File: config.mk
export PLATFORM = sky130hd
export DESIGN_NAME = ex_issue_stage
export DESIGN_NICKNAME = d
export VERILOG_FILES = /design/src/rtl/ex_issue_stage_pkg.sv /design/src/rtl/ex_issue_stage_alu_ctrl_decode.sv /design/src/rtl/ex_issue_stage.sv
export SDC_FILE = /design/constraint.sdc
export NUM_CORES = 1
export LEC_CHECK = 0
export CAP_MARGIN = 25
export CORE_AREA = 5 5 130 132
export CTS_CLUSTER_SIZE = 24
export DETAILED_ROUTE_END_ITERATION = 10
export DIE_AREA = 0 0 135 137
export HOLD_SLACK_MARGIN = 0.03
export MAX_ROUTING_LAYER = met4
export PLACE_DENSITY = 0.72
export SYNTH_ARGS = -nofsm -noshare
export SYNTH_HDL_FRONTEND = slang
export SYNTH_HIERARCHICAL = 1
export SYNTH_SLANG_ARGS = --single-unit
File: constraint.sdc
create_clock -name clk -period 2.87 [get_ports clk]
set_clock_uncertainty 0.1 [all_clocks]
set_input_delay 0.287 -clock clk [delete_from_list [all_inputs] [get_ports clk]]
set_output_delay 0.287 -clock clk [all_outputs]
set_load 0.005 [all_outputs]
File: src/rtl/ex_issue_stage_pkg.sv
// Shared definitions for the ID/EX issue stage: datapath width, ALU control
// codes, RV32I major opcodes, operand-select encodings and the funct3 -> ALU map.
// No ports; imported by alu_ctrl_decode and ex_issue_stage.
package ex_issue_stage_pkg;

  localparam int XLEN = 32;

  // ALU control codes
  localparam logic [2:0] ALU_ADD  = 3'b000;
  localparam logic [2:0] ALU_SUB  = 3'b001;
  localparam logic [2:0] ALU_AND  = 3'b010;
  localparam logic [2:0] ALU_OR   = 3'b011;
  localparam logic [2:0] ALU_PASS = 3'b100;
  localparam logic [2:0] ALU_SLTU = 3'b101;
  localparam logic [2:0] ALU_SLT  = 3'b110;
  localparam logic [2:0] ALU_XOR  = 3'b111;

  // RV32I major opcodes
  localparam logic [6:0] OP_R      = 7'b0110011;
  localparam logic [6:0] OP_IMM    = 7'b0010011;
  localparam logic [6:0] OP_LOAD   = 7'b0000011;
  localparam logic [6:0] OP_STORE  = 7'b0100011;
  localparam logic [6:0] OP_BRANCH = 7'b1100011;
  localparam logic [6:0] OP_LUI    = 7'b0110111;
  localparam logic [6:0] OP_AUIPC  = 7'b0010111;
  localparam logic [6:0] OP_JAL    = 7'b1101111;
  localparam logic [6:0] OP_JALR   = 7'b1100111;

  typedef enum logic [1:0] {SRCA_RS1, SRCA_PC, SRCA_ZERO} srca_sel_e;
  typedef enum logic       {SRCB_RS2, SRCB_IMM}           srcb_sel_e;

  // Shift funct3 values (001/101) are not supported by this ALU.
  function automatic logic f3_is_shift(input logic [2:0] f3);
    return (f3 == 3'b001) || (f3 == 3'b101);
  endfunction

  // Arithmetic/logic funct3 mapping shared by R-type and I-ALU.
  function automatic logic [2:0] f3_to_alu(input logic [2:0] f3, input logic sub);
    case (f3)
      3'b000:  return sub ? ALU_SUB : ALU_ADD;
      3'b111:  return ALU_AND;
      3'b110:  return ALU_OR;
      3'b100:  return ALU_XOR;
      3'b010:  return ALU_SLT;
      3'b011:  return ALU_SLTU;
      default: return ALU_ADD;
    endcase
  endfunction

endpackage

File: src/rtl/ex_issue_stage_alu_ctrl_decode.sv
// alu_ctrl_decode: maps opcode/funct3/funct7b5 to ALU control, operand selects
// and instruction class flags. Purely combinational (0 cycles), no backpressure.
// Ports: i_opcode/i_funct3/i_funct7b5 in; o_alu_ctrl, o_srca_sel, o_srcb_sel,
// o_reg_write (before rd!=0 gating), o_branch, o_illegal out.
module alu_ctrl_decode
  import ex_issue_stage_pkg::*;
(
  input  logic [6:0] i_opcode,
  input  logic [2:0] i_funct3,
  input  logic       i_funct7b5,
  output logic [2:0] o_alu_ctrl,
  output srca_sel_e  o_srca_sel,
  output srcb_sel_e  o_srcb_sel,
  output logic       o_reg_write,
  output logic       o_branch,
  output logic       o_illegal
);

  always_comb begin
    o_alu_ctrl  = ALU_ADD;
    o_srca_sel  = SRCA_RS1;
    o_srcb_sel  = SRCB_RS2;
    o_reg_write = 1'b0;
    o_branch    = 1'b0;
    o_illegal   = 1'b0;
    case (i_opcode)
      OP_R, OP_IMM: begin
        o_srcb_sel = (i_opcode == OP_IMM) ? SRCB_IMM : SRCB_RS2;
        if (f3_is_shift(i_funct3)) begin
          o_illegal = 1'b1;
        end else begin
          // funct7b5 selects sub only for register-register ops
          o_alu_ctrl  = f3_to_alu(i_funct3, (i_opcode == OP_R) && i_funct7b5);
          o_reg_write = 1'b1;
        end
      end
      OP_LOAD, OP_STORE: begin
        o_srcb_sel  = SRCB_IMM;
        o_reg_write = (i_opcode == OP_LOAD);
      end
      OP_BRANCH: begin
        o_alu_ctrl = ALU_SUB;
        o_branch   = 1'b1;
      end
      OP_LUI: begin
        o_alu_ctrl  = ALU_PASS;
        o_srca_sel  = SRCA_ZERO;
        o_srcb_sel  = SRCB_IMM;
        o_reg_write = 1'b1;
      end
      OP_AUIPC, OP_JAL: begin
        o_srca_sel  = SRCA_PC;
        o_srcb_sel  = SRCB_IMM;
        o_reg_write = 1'b1;
      end
      OP_JALR: begin
        o_srcb_sel  = SRCB_IMM;
        o_reg_write = 1'b1;
      end
      default: o_illegal = 1'b1;
    endcase
  end

endmodule

File: src/rtl/ex_issue_stage.sv
// ex_issue_stage: ID/EX register feeding the ALU (decode, forwarding, operand select).
// Latency 1 cycle, all outputs registered. Backpressure: in_ready = !stall; stall holds, flush bubbles.
// Ports: clk/rst (sync, active-high); in_* decoded fields from ID; stall/flush from hazard unit;
// fwd_exm_*/fwd_mwb_* writeback bypass sources; SrcA/SrcB/ALUControl and out_* to EX.
// Build option: define FWD_BYPASS_EN to enable EX/MEM and MEM/WB operand forwarding;
// otherwise the fwd_* ports are ignored and operands come from the register file only.
module ex_issue_stage #(
  parameter int XLEN = ex_issue_stage_pkg::XLEN
) (
  input  logic                   clk,
  input  logic                   rst,
  input  logic                   in_valid,
  output logic                   in_ready,
  input  logic [6:0]             in_opcode,
  input  logic [2:0]             in_funct3,
  input  logic                   in_funct7b5,
  input  logic [4:0]             in_rs1,
  input  logic [4:0]             in_rs2,
  input  logic [4:0]             in_rd,
  input  logic [XLEN-1:0]        in_rs1_val,
  input  logic [XLEN-1:0]        in_rs2_val,
  input  logic [XLEN-1:0]        in_imm,
  input  logic [XLEN-1:0]        in_pc,
  input  logic                   stall,
  input  logic                   flush,
  input  logic                   fwd_exm_we,
  input  logic [4:0]             fwd_exm_rd,
  input  logic [XLEN-1:0]        fwd_exm_val,
  input  logic                   fwd_mwb_we,
  input  logic [4:0]             fwd_mwb_rd,
  input  logic [XLEN-1:0]        fwd_mwb_val,
  output logic signed [XLEN-1:0] SrcA,
  output logic signed [XLEN-1:0] SrcB,
  output logic [2:0]             ALUControl,
  output logic                   out_valid,
  output logic [XLEN-1:0]        out_rs2_val,
  output logic [4:0]             out_rd,
  output logic                   out_reg_write,
  output logic                   out_branch,
  output logic [2:0]             out_funct3,
  output logic                   out_illegal
);
  import ex_issue_stage_pkg::*;

  logic [2:0]      w_alu_ctrl;
  srca_sel_e       w_srca_sel;
  srcb_sel_e       w_srcb_sel;
  logic            w_reg_write;
  logic            w_branch;
  logic            w_illegal;
  logic [XLEN-1:0] w_rs1_fwd;
  logic [XLEN-1:0] w_rs2_fwd;
  logic [XLEN-1:0] w_srca;
  logic [XLEN-1:0] w_srcb;

  logic [XLEN-1:0] r_srca;
  logic [XLEN-1:0] r_srcb;
  logic [2:0]      r_alu_ctrl;
  logic            r_valid;
  logic [XLEN-1:0] r_rs2_val;
  logic [4:0]      r_rd;
  logic            r_reg_write;
  logic            r_branch;
  logic [2:0]      r_funct3;
  logic            r_illegal;

  alu_ctrl_decode u_dec (
    .i_opcode    (in_opcode),
    .i_funct3    (in_funct3),
    .i_funct7b5  (in_funct7b5),
    .o_alu_ctrl  (w_alu_ctrl),
    .o_srca_sel  (w_srca_sel),
    .o_srcb_sel  (w_srcb_sel),
    .o_reg_write (w_reg_write),
    .o_branch    (w_branch),
    .o_illegal   (w_illegal)
  );

`ifdef FWD_BYPASS_EN
  // EX/MEM is younger than MEM/WB, so it wins; x0 is never bypassed.
  always_comb begin
    w_rs1_fwd = in_rs1_val;
    if (fwd_exm_we && (fwd_exm_rd == in_rs1) && (in_rs1 != 5'd0))
      w_rs1_fwd = fwd_exm_val;
    else if (fwd_mwb_we && (fwd_mwb_rd == in_rs1) && (in_rs1 != 5'd0))
      w_rs1_fwd = fwd_mwb_val;
  end

  always_comb begin
    w_rs2_fwd = in_rs2_val;
    if (fwd_exm_we && (fwd_exm_rd == in_rs2) && (in_rs2 != 5'd0))
      w_rs2_fwd = fwd_exm_val;
    else if (fwd_mwb_we && (fwd_mwb_rd == in_rs2) && (in_rs2 != 5'd0))
      w_rs2_fwd = fwd_mwb_val;
  end
`else
  // Hazard unit stalls instead of bypassing; the bypass inputs are intentionally unused.
  logic w_unused_fwd;
  assign w_unused_fwd = ^{fwd_exm_we, fwd_exm_rd, fwd_exm_val,
                          fwd_mwb_we, fwd_mwb_rd, fwd_mwb_val, in_rs1, in_rs2};
  assign w_rs1_fwd = in_rs1_val;
  assign w_rs2_fwd = in_rs2_val;
`endif

  always_comb begin
    case (w_srca_sel)
      SRCA_PC:   w_srca = in_pc;
      SRCA_ZERO: w_srca = '0;
      default:   w_srca = w_rs1_fwd;
    endcase
  end

  assign w_srcb = (w_srcb_sel == SRCB_IMM) ? in_imm : w_rs2_fwd;

  // Priority: rst > flush > stall > capture. Flush clears only the control
  // bits; data fields are don't-care behind out_valid=0.
  always_ff @(posedge clk) begin
    if (rst) begin
      r_srca      <= '0;
      r_srcb      <= '0;
      r_alu_ctrl  <= ALU_ADD;
      r_valid     <= 1'b0;
      r_rs2_val   <= '0;
      r_rd        <= '0;
      r_reg_write <= 1'b0;
      r_branch    <= 1'b0;
      r_funct3    <= '0;
      r_illegal   <= 1'b0;
    end else if (flush) begin
      r_valid     <= 1'b0;
      r_reg_write <= 1'b0;
      r_branch    <= 1'b0;
      r_illegal   <= 1'b0;
    end else if (!stall) begin
      r_srca      <= w_srca;
      r_srcb      <= w_srcb;
      r_alu_ctrl  <= w_alu_ctrl;
      r_valid     <= in_valid;
      r_rs2_val   <= w_rs2_fwd;
      r_rd        <= in_rd;
      r_reg_write <= in_valid && w_reg_write && (in_rd != 5'd0);
      r_branch    <= in_valid && w_branch;
      r_funct3    <= in_funct3;
      r_illegal   <= in_valid && w_illegal;
    end
  end

  assign in_ready      = !stall;
  assign SrcA          = r_srca;
  assign SrcB          = r_srcb;
  assign ALUControl    = r_alu_ctrl;
  assign out_valid     = r_valid;
  assign out_rs2_val   = r_rs2_val;
  assign out_rd        = r_rd;
  assign out_reg_write = r_reg_write;
  assign out_branch    = r_branch;
  assign out_funct3    = r_funct3;
  assign out_illegal   = r_illegal;

endmodule

# Yosys cells after proc, flatten, opt, wreduce, memory -nomap -nowiden
# Cells that the tools add are included.
[word_totals] word_cells=61 in_bits=235 regBits=111 output_inout_bits=112
[op_classes] eq_ne=18 reduce_logical=17 bitwise_logic=2 muxes=14
[op_table] op="case mux 32 bit (2 select lines)" count=1
[op_table] op="two-way mux 32 bit" count=1
[op_table] op="== test 7 x 6 -> 1 bit (second input constant)" count=3
[op_table] op="== test 7 bit (second input constant)" count=3
[op_table] op="case mux 3 bit (6 select lines)" count=1
[op_table] op="== test 7 x 5 -> 1 bit (second input constant)" count=2
[op_table] op="== test 3 bit (second input constant)" count=4
[op_table] op="case mux 3 bit (3 select lines)" count=1
[op_table] op="OR reduction 2 bit" count=4
[op_table] op="== test 7 x 2 -> 1 bit (second input constant)" count=1
[op_table] op="OR reduction 7 bit" count=1
[op_table] op="== test 3 x 2 -> 1 bit (second input constant)" count=2
[op_table] op="OR reduction 6 bit" count=1
[op_table] op="logical AND 1 bit" count=5
[op_table] op="two-way mux 1 bit" count=5
[op_table] op="nonzero test 5 bit" count=1
[op_table] op="case mux 1 bit (2 select lines)" count=2
[op_table] op="case mux 2 bit (2 select lines)" count=1
[op_table] op="OR reduction 4 bit" count=1
[op_table] op="== test 3 x 1 -> 1 bit (second input constant)" count=1
[op_table] op="logical NOT 3 bit" count=1
[op_table] op="two-way mux 3 bit" count=1
[op_table] op="case mux 1 bit (3 select lines)" count=1
[op_table] op="== test 2 x 1 -> 1 bit (second input constant)" count=1
[op_table] op="other kinds (5)" count=6

# Longest topological paths before layout
# Gate-level depths: netlist of the first run.
[logic_depth] word_depth=6 ltp_mapped=10 ltp_nobuf=7

# By module
# The synthesis of the first run kept the hierarchy.
[modules_own_cells] mod="ex_issue_stage" cells_per_inst=497 seq_area_each_um2=2222.1 area_per_inst_um2=4426.7 instances=1
[modules_own_cells] mod="alu_ctrl_decode" cells_per_inst=36 seq_area_each_um2=0.0 area_per_inst_um2=212.7 instances=1

# Worst setup path before layout of the first run
# OpenSTA, ideal clock, no wires.
[synth_path] kind="input to register" start="in in_opcode[6]" end="reg r_srca[10] (netlist: SrcA[10])" arrival_ns=1.921 path_stages=10 setup_slack_ns=0.717 required_ns=2.638 path_cell_list="or3b_4 -> nor3_1 -> inv_1 -> ha_1 -> clkbuf_2 -> nor2b_1 -> buf_2 -> buf_2 -> a221oi_1 -> nor3_1"
[synth_between] elab_chain_len=5 elab_cells_between_ends=8 classes_between="5 x eq/ne; 2 x mux; 1 x reduce/logical"
[synth_lines] item="start: declaration" line_no="ex_issue_stage.sv:14" rtl="input logic [6:0] in_opcode,"
[synth_lines] item="== test 7 x 5 -> 1 bit or == test 7 bit (tied branches)" line_no="ex_issue_stage_alu_ctrl_decode.sv:26" rtl="case (i_opcode)"
[synth_lines] item="OR reduction 2 bit"
[synth_lines] item="case mux 2 bit (2 select lines) (*)" line_no="ex_issue_stage_alu_ctrl_decode.sv:26"
[synth_lines] item="named net w_srca_sel[1]" line_no="ex_issue_stage.sv:46" rtl="srca_sel_e w_srca_sel;"
[synth_lines] item="== test 2 bit or == test 2 x 1 -> 1 bit (tied branches)" line_no="ex_issue_stage.sv:106" rtl="case (w_srca_sel)"
[synth_lines] item="case mux 32 bit (2 select lines) (*)" line_no="ex_issue_stage.sv:106"
[synth_lines] item="end signal: assignment" line_no="ex_issue_stage.sv:135" rtl="r_srca <= w_srca;"
[synth_lines] item="end: declaration" line_no="ex_issue_stage.sv:56" rtl="logic [XLEN-1:0] r_srca;"
# Mark *: on every way through the listed nets, which the timed path passes. The rest lies on a longest branch.
# A chain may end at the register's enable or synchronous reset.

# Final worst setup path of the first run
[layout_path] start="in in_opcode[4]" end="reg r_srca[19] (netlist: SrcA[19])"
# Same word-level chain as after synthesis.

==> impl_metrics.toml, run 1 <==
[status]
outcome = "completed"

[cts]
clock_sinks = 111
cts_tree = "yes"
postCtsSetupRepairBufs = 0
cts_root_buf = "clkbuf_16"
insertion_delay_ns = 0.34
cts_buffers = 9
cts_hold_buf = 0
cts_resized = 0
clockBufferDepth = 2
clkTransAtPathRegs_ns = 0.08
htree_levels = 3

[drt]
wl_per_cell_um = 16.8
wirelength_um = 16800
drtAntennaViolNets = 0
drc_errors = 0
first_pass_iters = 4
vias = 4756
drt_iter0_drc = 257
routed_via_density = 4.77

[cells_and_area]
synthToLayoutAreaGrowth_pct = 68.3
drive_above_1_share = 0.0718
layout_commonest_cell = "clkdlybuf4s50_1"
utilization = 0.501
final_cell_mix = "259 x clkdlybuf4s50_1, 111 x dfxtp_1, 92 x nand2_1"
layout.nets = 1011

[critical_path]
worst_setup_path_end_kind = "flip-flop"
worstReg2RegEnd = "SrcB[9]"
cp_max_fo = 32
arrival_ns = 2.46
r2r_slack_ns = 2.02
cpMostUsedCell = "nor3_1"
critical_path_class = "input pin to flip-flop"
path_cells = "clkdlybuf4s50_1 -> or3b_4 -> nor3_1 -> inv_1 -> ha_1 -> nor2b_2 -> buf_12 -> a221oi_1 -> nor3_1"
r2r_start = "SrcB[9]"
start_kind = "input pin"
cp_slowest_cell = "clkdlybuf4s50_1"
crit_path_max_incr_delay_ns = 0.47
cp.required_ns = 2.99
cp_top_family = "simple AND/OR/NAND/NOR gates"
cp_num_buf_inv = 3
reg2regPathDepth = 2

[synth]
synth-compound-area-share = 0.200
synth.mux.area_fraction = 0.0712
synth-simple-area-share = 0.192
ys_types = 37
yosysWarnings = 6
syn-instance-count = 533
yosysSeqAreaShare = 0.479
ys.flop_type = "dfxtp_1"
synth_top_family_by_area = "compound AO/OA/AOI/OAI gates"
synth.avg_cell_area_sq_um = 8.70
syn-cell-area_sq_um = 4640
synthesis.nets = 769
async_flop_share = 0
synth_edf_count = 0
synthXorXnorAreaFrac = 0
synth_adder_area_share = 0.00270
ys_ff_latch = 111

[timing]
setup_ws_ns = 0.531
fmax_mhz = 427
fin_tns_setup_ns = 0
slew_violations = 0
fin_crit_sh = 0.815
finalHoldViolCount = 0
slew_headroom = 0.656
hold-worst-slack_ns = 0.283
fin_crit_ns = 2.34
rsz0062_at_grt = "no"
worst_slew_pin_slew_ns = 0.517
setup-violations-final = 0

[hold_path]
hold_depth = 2
hp-class = "input pin to flip-flop"
min_from = "rst"
hold_path_end = "out_rd[4]"

[power_and_ir_drop]
ir_worst_vdd_uv = 374
power_density_nw_per_um2 = 470
power.total_mw = 3.67
total_leakage_power_nw = 2.73

[floorplan]
die_width_um = 135
row_count = 46
die-area_sq_um = 18500
core_sq_um = 15600
die_h_um = 137
initial_core_util = 0.297
io_pins = 347

[placed_design]
hpwl_um = 12400
pre_cts_ws_ns = 0.174
place_congestion = 0.808
place.port_buffers = 260

[run]
drv_cap = 0

[global_route]
overflow = 0
antenna_found_initial = 1
grtUsageTotal = 0.178
grt_pass1_wl_um = 24900
grt_max_degree = 93
first_global_vias = 4566
==> final cells by class <==
class                   instances  area, sq um
flip-flops and latches        111         2220
multi-input cells             371         2180
clock inverters                 6         68.8
clock buffers                  10          239
fillers                      1515         7790
inverters                       4         15.0
well taps                     216          270
repair buffers                278         2810
diodes                          1         2.50
==> state kept, by name, summed over array words and instances, names as in the netlist <==
name / flops
SrcA: 32
SrcB: 32
out_rs2_val: 32
out_rd: 5
ALUControl: 3
out_funct3: 3
out_branch: 1
out_illegal: 1
out_reg_write: 1
out_valid: 1
==> routing by layer <==
layer | global-route usage | vias up | part of all wire
li1 | - | 2373 | -
met1 | 0.236 | 2188 | 0.46
met2 | 0.265 | 173 | 0.44
met3 | 0.0382 | 22 | 0.071
met4 | 0.0705 | 0 | 0.022
met5 | - | - | 0
==> where the power goes <==
| group | internal, mW | switching, mW |
|---|---|---|
| Combinational | 0.425 | 0.269 |
| Clock | 0.708 | 0.599 |
| Sequential | 1.63 | 0.0408 |
==> worst max path at each step <==
stage	from	slack, ns	to	depth (start not counted)
2_1_floorplan	in_opcode[6]	0.72	SrcA[10]	10
3_3_place_gp	in_opcode[4]	0.17	SrcA[20]	9
3_5_place_dp	in_opcode[4]	0.17	SrcA[17]	9
4_1_cts	in_opcode[4]	0.54	SrcA[17]	9
5_1_grt	in_opcode[4]	0.38	SrcA[20]	9
6_report	in_opcode[4]	0.53	SrcA[19]	9
==> cells by family after synthesis <==
group                    count (synthesis)
buffers and inverters                   51
AO/OA/AOI/OAI                          123
AND/OR/NAND/NOR                        214
flip-flops                             111
adder cells (fa/ha/maj)                  1
multiplexers                            33
==> synthesized netlist by cell type (3+ instances only) <==
library cell / n / area [sq um]
clkbuf_1: 14 / 52.6
dfxtp_1: 111 / 2220
inv_1: 4 / 15.0
a22oi_1: 3 / 22.5
buf_2: 24 / 120
a21oi_1: 46 / 230
nand2_1: 92 / 345
a221oi_1: 22 / 193
a211oi_1: 29 / 218
nor2_1: 72 / 270
mux2i_1: 33 / 330
nor3_1: 37 / 185
a211oi_2: 3 / 37.5
a221oi_2: 10 / 150
buf_4: 7 / 52.6
==> per-stage QoR <==
step	std cells	instance area [sq um]
final	997	7810
after global routing	997	7810
after CTS	996	7810
after detailed placement	980	7500
after global placement	980	7500
after floorplan	533	4640
Power figures use the tool's default switching activity.
==> run 2, diff against run 1 <==
CORE_AREA = 5 5 133 135   (was 5 5 130 132)
DIE_AREA = 0 0 138 140   (was 0 0 135 137)
clock period = 2.1 ns   (was 2.87 ns; I/O delays follow)
==> run 2 against run 1 <==
Net effect: the run now ends with setup timing left; final area up 3.5%; first-iteration DRC count down 13%; critical path depth up 1; global-route usage down 0.20 points; sequential cell count unchanged; wire length up 2.9%; critical path type unchanged; critical endpoint is now SrcA[24]; largest cell class unchanged; largest power group unchanged.
==> impl_metrics.toml, run 2 (synthesized netlist as in run 1, its figures left out) <==
[power_and_ir_drop]
power_density_nw_per_um2 = 621
total_leakage_power_nw = 2.84
ir_worst_vdd_uv = 370

[timing]
slew_headroom = 0.471
fin_crit_ns = 2.11
setup_ws_ns = -0.00989
setup-violations-final = 2
fmax_mhz = 474
worst_slew_pin_slew_ns = 0.794
rsz0062_at_grt = "yes"
fin_crit_sh = 1.00
hold-worst-slack_ns = 0.212
fin_tns_setup_ns = -0.0122
finalHoldViolCount = 0
slew_violations = 0

[floorplan]
initial_core_util = 0.284
row_count = 47
io_pins = 347
die_width_um = 138
core_sq_um = 16300
die-area_sq_um = 19300
die_h_um = 140

[global_route]
antenna_found_initial = 0
grtUsageTotal = 0.176
first_global_vias = 4665
grt_pass1_wl_um = 26500
grt_max_degree = 65
overflow = 0

[drt]
drtAntennaViolNets = 0
wirelength_um = 17300
routed_via_density = 4.73
wl_per_cell_um = 17.0
drt_iter0_drc = 223
drc_errors = 0
vias = 4815
first_pass_iters = 4

[placed_design]
place_congestion = 0.801
dpl_cell_area_sq_um = 7690
hpwl_um = 12800
dp.cells = 999
place.port_buffers = 260

[run]
drv_cap = 0

[cells_and_area]
layout_commonest_cell = "clkdlybuf4s50_1"
synthToLayoutAreaGrowth_pct = 74.2
fin_cells = 1017
final_cell_area_sq_um = 8080
layout.nets = 1028
antenna_cells = 0
final_cell_mix = "259 x clkdlybuf4s50_1, 111 x dfxtp_1, 92 x nand2_1"
drive_above_1_share = 0.103

[status]
outcome = "finished, violations left"
failed_checks = "setup timing"

[critical_path]
cp.required_ns = 2.28
start_kind = "input pin"
worst_setup_path_end_kind = "flip-flop"
arrival_ns = 2.29
critical_path_class = "input pin to flip-flop"
cp_max_fo = 14

[cts]
clockBufferDepth = 2
clock_sinks = 111
htree_levels = 3
cts_root_buf = "clkbuf_16"
insertion_delay_ns = 0.34
cts_hold_buf = 0
cts_buffers = 9
cts_tree = "yes"
clkTransAtPathRegs_ns = 0.08

[hold_path]
hp-class = "input pin to flip-flop"
==> run 2: cell types whose count changed in the layout (fill, tap and decap cells not counted), sizes merged <==
cell,previous run,this run
buf,19,35
clkbuf,10,11
clkinv,4,3
clkinvlp,0,1
diode,1,0
==> run 2: worst paths after layout <==
check,start,to,slack [ns],cells past startpoint
setup / recovery,in_opcode[4],SrcA[24],-0.01,10
setup reg to reg,SrcB[2],SrcB[2],1.31,2
hold reg to reg,out_rs2_val[23],out_rs2_val[23],0.36,2
hold / removal,rst,SrcB[30],0.21,3
==> run 2: power breakdown <==
group          leakage, nW  internal [mW]  switching (mW)
Clock                0.143          0.934           0.815
Sequential           0.912           2.22          0.0572
Combinational         1.79          0.612           0.380
==> run 2: layout make-up <==
type / count / area (sq um)
sequential: 111 / 2220
timing repair buffer: 295 / 3020
clock inverter: 6 / 68.8
clock buffer: 10 / 229
fill: 1590 / 8270
multi-input combinational: 371 / 2250
inverter: 4 / 15.0
tap: 220 / 275
==> run 2: metal layers <==
| layer | share of wire | routed length [um] | vias to the layer above | track usage |
|---|---|---|---|---|
| met5 | 0 | 0 | - | - |
| met4 | 0.019 | 328 | 0 | 0.0562 |
| met3 | 0.059 | 1020 | 18 | 0.0406 |
| met2 | 0.46 | 7920 | 176 | 0.266 |
| met1 | 0.46 | 8010 | 2209 | 0.233 |
| li1 | - | - | 2412 | - |
==> run 2: metrics by stage <==
step | utilization | power [mW] | setup WS, ns
4_1_cts | 0.490 | 5.09 | 0.0492
3_5_place_dp | 0.470 | 3.31 | -0.460
6_report | 0.494 | 5.02 | -0.00989
5_1_grt | 0.494 | 5.28 | -0.0653
3_3_place_gp | 0.470 | 3.30 | -0.403
2_1_floorplan | - | 2.64 | 0.0237
==> run 2: worst max-delay path, stage by stage <==
cell             delay [ns]
clkdlybuf4s50_1        0.49
buf_4                  0.12
nor3b_2                0.21
a22oi_1                0.14
nor2_1                 0.20
ha_4                   0.25
nor2b_4                0.20
buf_12                 0.18
a221oi_1               0.08
nor3_1                 0.19
==> run 2: timing repair <==
item                       4_1_cts  5_1_grt
setup buffers                    0        1
setup endpoints to repair       32       36
pin swaps                        2       19
cloned                           0        1
gates resized for setup          3        9
==> run 3, diff against run 2 <==
PLACE_DENSITY = 0.71   (was 0.72)
==> run 3 against run 2 <==
Net effect: the flow now finishes without violations; clock power rose by 8%; non-clock buffer count shrank 6; final cell count shrank 0.39%; die area unchanged; worst setup slack improved by 0.13 ns; sequential share of layout area barely moved; critical endpoint is now SrcA[17]; largest power group unchanged.
==> impl_metrics.toml, run 3 (synthesized netlist as in run 1, its figures left out) <==
[status]
outcome = "completed"

[power_and_ir_drop]
netSwitchingFraction = 0.242
clkPwrFrac = 0.368
ir_worst_vdd_uv = 497
pwr-share-seq = 0.443
total_leakage_power_nw = 2.87
power_switching_mw = 1.24
p_int_mw = 3.90
power.total_mw = 5.15
pwr-share-comb = 0.189
power_density_nw_per_um2 = 636

[floorplan]
die-area_sq_um = 19300
row_count = 47
io_pins = 347
die_h_um = 140
core_sq_um = 16300
die_width_um = 138
initial_core_util = 0.284

[global_route]
overflow = 0
antenna_found_initial = 2
first_global_vias = 4827
grt_pass1_wl_um = 27300
grtUsageTotal = 0.180
grt_max_degree = 79

[critical_path]
arrival_ns = 2.10
cp_max_fo = 22
worst_setup_path_end_kind = "flip-flop"
start_kind = "input pin"
critical_path_class = "input pin to flip-flop"
cp.required_ns = 2.21

[drt]
drc_errors = 0
wl_per_cell_um = 17.5
drt_iter0_drc = 298
vias = 4841
routed_via_density = 4.78
first_pass_iters = 4
wirelength_um = 17700
drtAntennaViolNets = 0

[cts]
cts_hold_buf = 0
insertion_delay_ns = 0.35
htree_levels = 3
clkTransAtPathRegs_ns = 0.08
cts_root_buf = "clkbuf_16"
clock_sinks = 111
cts_tree = "yes"
clockBufferDepth = 2
cts_buffers = 9

[timing]
rsz0062_at_grt = "no"
fmax_mhz = 504
finalHoldViolCount = 0
slew_violations = 0
fin_crit_sh = 0.944
fin_crit_ns = 1.98
slew_headroom = 0.670
setup-violations-final = 0
worst_slew_pin_slew_ns = 0.495

[cells_and_area]
layout_commonest_cell = "clkdlybuf4s50_1"
final_cell_area_sq_um = 8090
synthToLayoutAreaGrowth_pct = 74.4
layout.nets = 1022
fillers = 1597
final_cell_mix = "255 x clkdlybuf4s50_1, 111 x dfxtp_1, 92 x nand2_1"
drive_above_1_share = 0.0973

[placed_design]
place.port_buffers = 260
place_congestion = 0.803
hpwl_um = 12900
dpl_cell_area_sq_um = 7580

[run]
drv_cap = 0

[hold_path]
hp-class = "input pin to flip-flop"
run 3: cell types whose count changed in the layout (fill, tap and decap cells not counted), sizes merged:
| cell | before | now |
|---|---|---|
| buf | 35 | 27 |
| clkdlybuf4s50 | 259 | 255 |
| dlymetal6s2s | 0 | 4 |
| clkbuf | 11 | 13 |
| clkinv | 3 | 1 |
| diode | 0 | 2 |
| bufinv | 1 | 2 |
| clkinvlp | 1 | 2 |
run 3: power by group through the flow:
stage               logic [mW]  clock network [mW]  registers, mW
floorplan                0.304                   0           2.34
global placement         0.958                   0           2.33
detailed placement       0.963                   0           2.33
CTS                      0.969                1.96           2.28
global route              1.06                2.04           2.30
finish                   0.973                1.89           2.28
run 3: metrics by stage:
| stage | hold slack, ns | util | instances | TNS (ns) | setup slack [ns] |
|---|---|---|---|---|---|
| finish | 0.244 | 0.495 | 1013 | 0 | 0.117 |
| global route | 0.236 | 0.495 | 1013 | 0 | 0.00917 |
| CTS | 0.211 | 0.486 | 1007 | 0 | 0.0121 |
| detailed placement | 0.345 | 0.464 | 991 | -22.52 | -0.503 |
| global placement | 0.341 | 0.464 | 991 | -18.53 | -0.408 |
| floorplan | 0.189 | - | 533 | 0 | 0.0237 |
run 3: worst paths after layout:
| path | start | endpoint | slack [ns] | cells past startpoint |
|---|---|---|---|---|
| max | in_opcode[5] | SrcA[17] | 0.12 | 9 |
| min | rst | out_rd[4] | 0.24 | 2 |
| max reg2reg | SrcB[22] | SrcB[22] | 1.29 | 2 |
| min reg2reg | out_rs2_val[24] | out_rs2_val[24] | 0.36 | 2 |
run 3: layout make-up:
class / instances / area (sq um) / share of cell area
timing repair buffer: 289 / 2990 / 0.369
sequential: 111 / 2220 / 0.275
tap: 220 / 275 / 0.0340
clock inverter: 6 / 91.3 / 0.0113
clock buffer: 10 / 239 / 0.0295
antenna: 2 / 5.00 / 0.000619
inverter: 4 / 15.0 / 0.00186
multi-input combinational: 371 / 2250 / 0.279
run 3: worst max-delay path, stage by stage:
cell	delay, ns
clkdlybuf4s50_1	0.51
and3b_2	0.21
a22oi_1	0.06
nor2_1	0.18
ha_4	0.24
buf_4	0.14
buf_12	0.15
a221oi_1	0.29
nor3_1	0.09
run 3: what timing repair did:
| item | in CTS | in global routing |
|---|---|---|
| hold endpoints to repair | 0 | 0 |
| pin swaps | 0 | 6 |
| endpoints found under the setup margin | 32 | 48 |
| buffers inserted | 0 | 1 |
| resized for setup | 5 | 15 |
| cloned | 0 | 3 |
run 3: routing by layer:
layer  wire length [um]  global-route usage
met2               8130               0.280
met4                436              0.0666
met1               7920               0.229
met3               1220              0.0419
met5                  0                   -
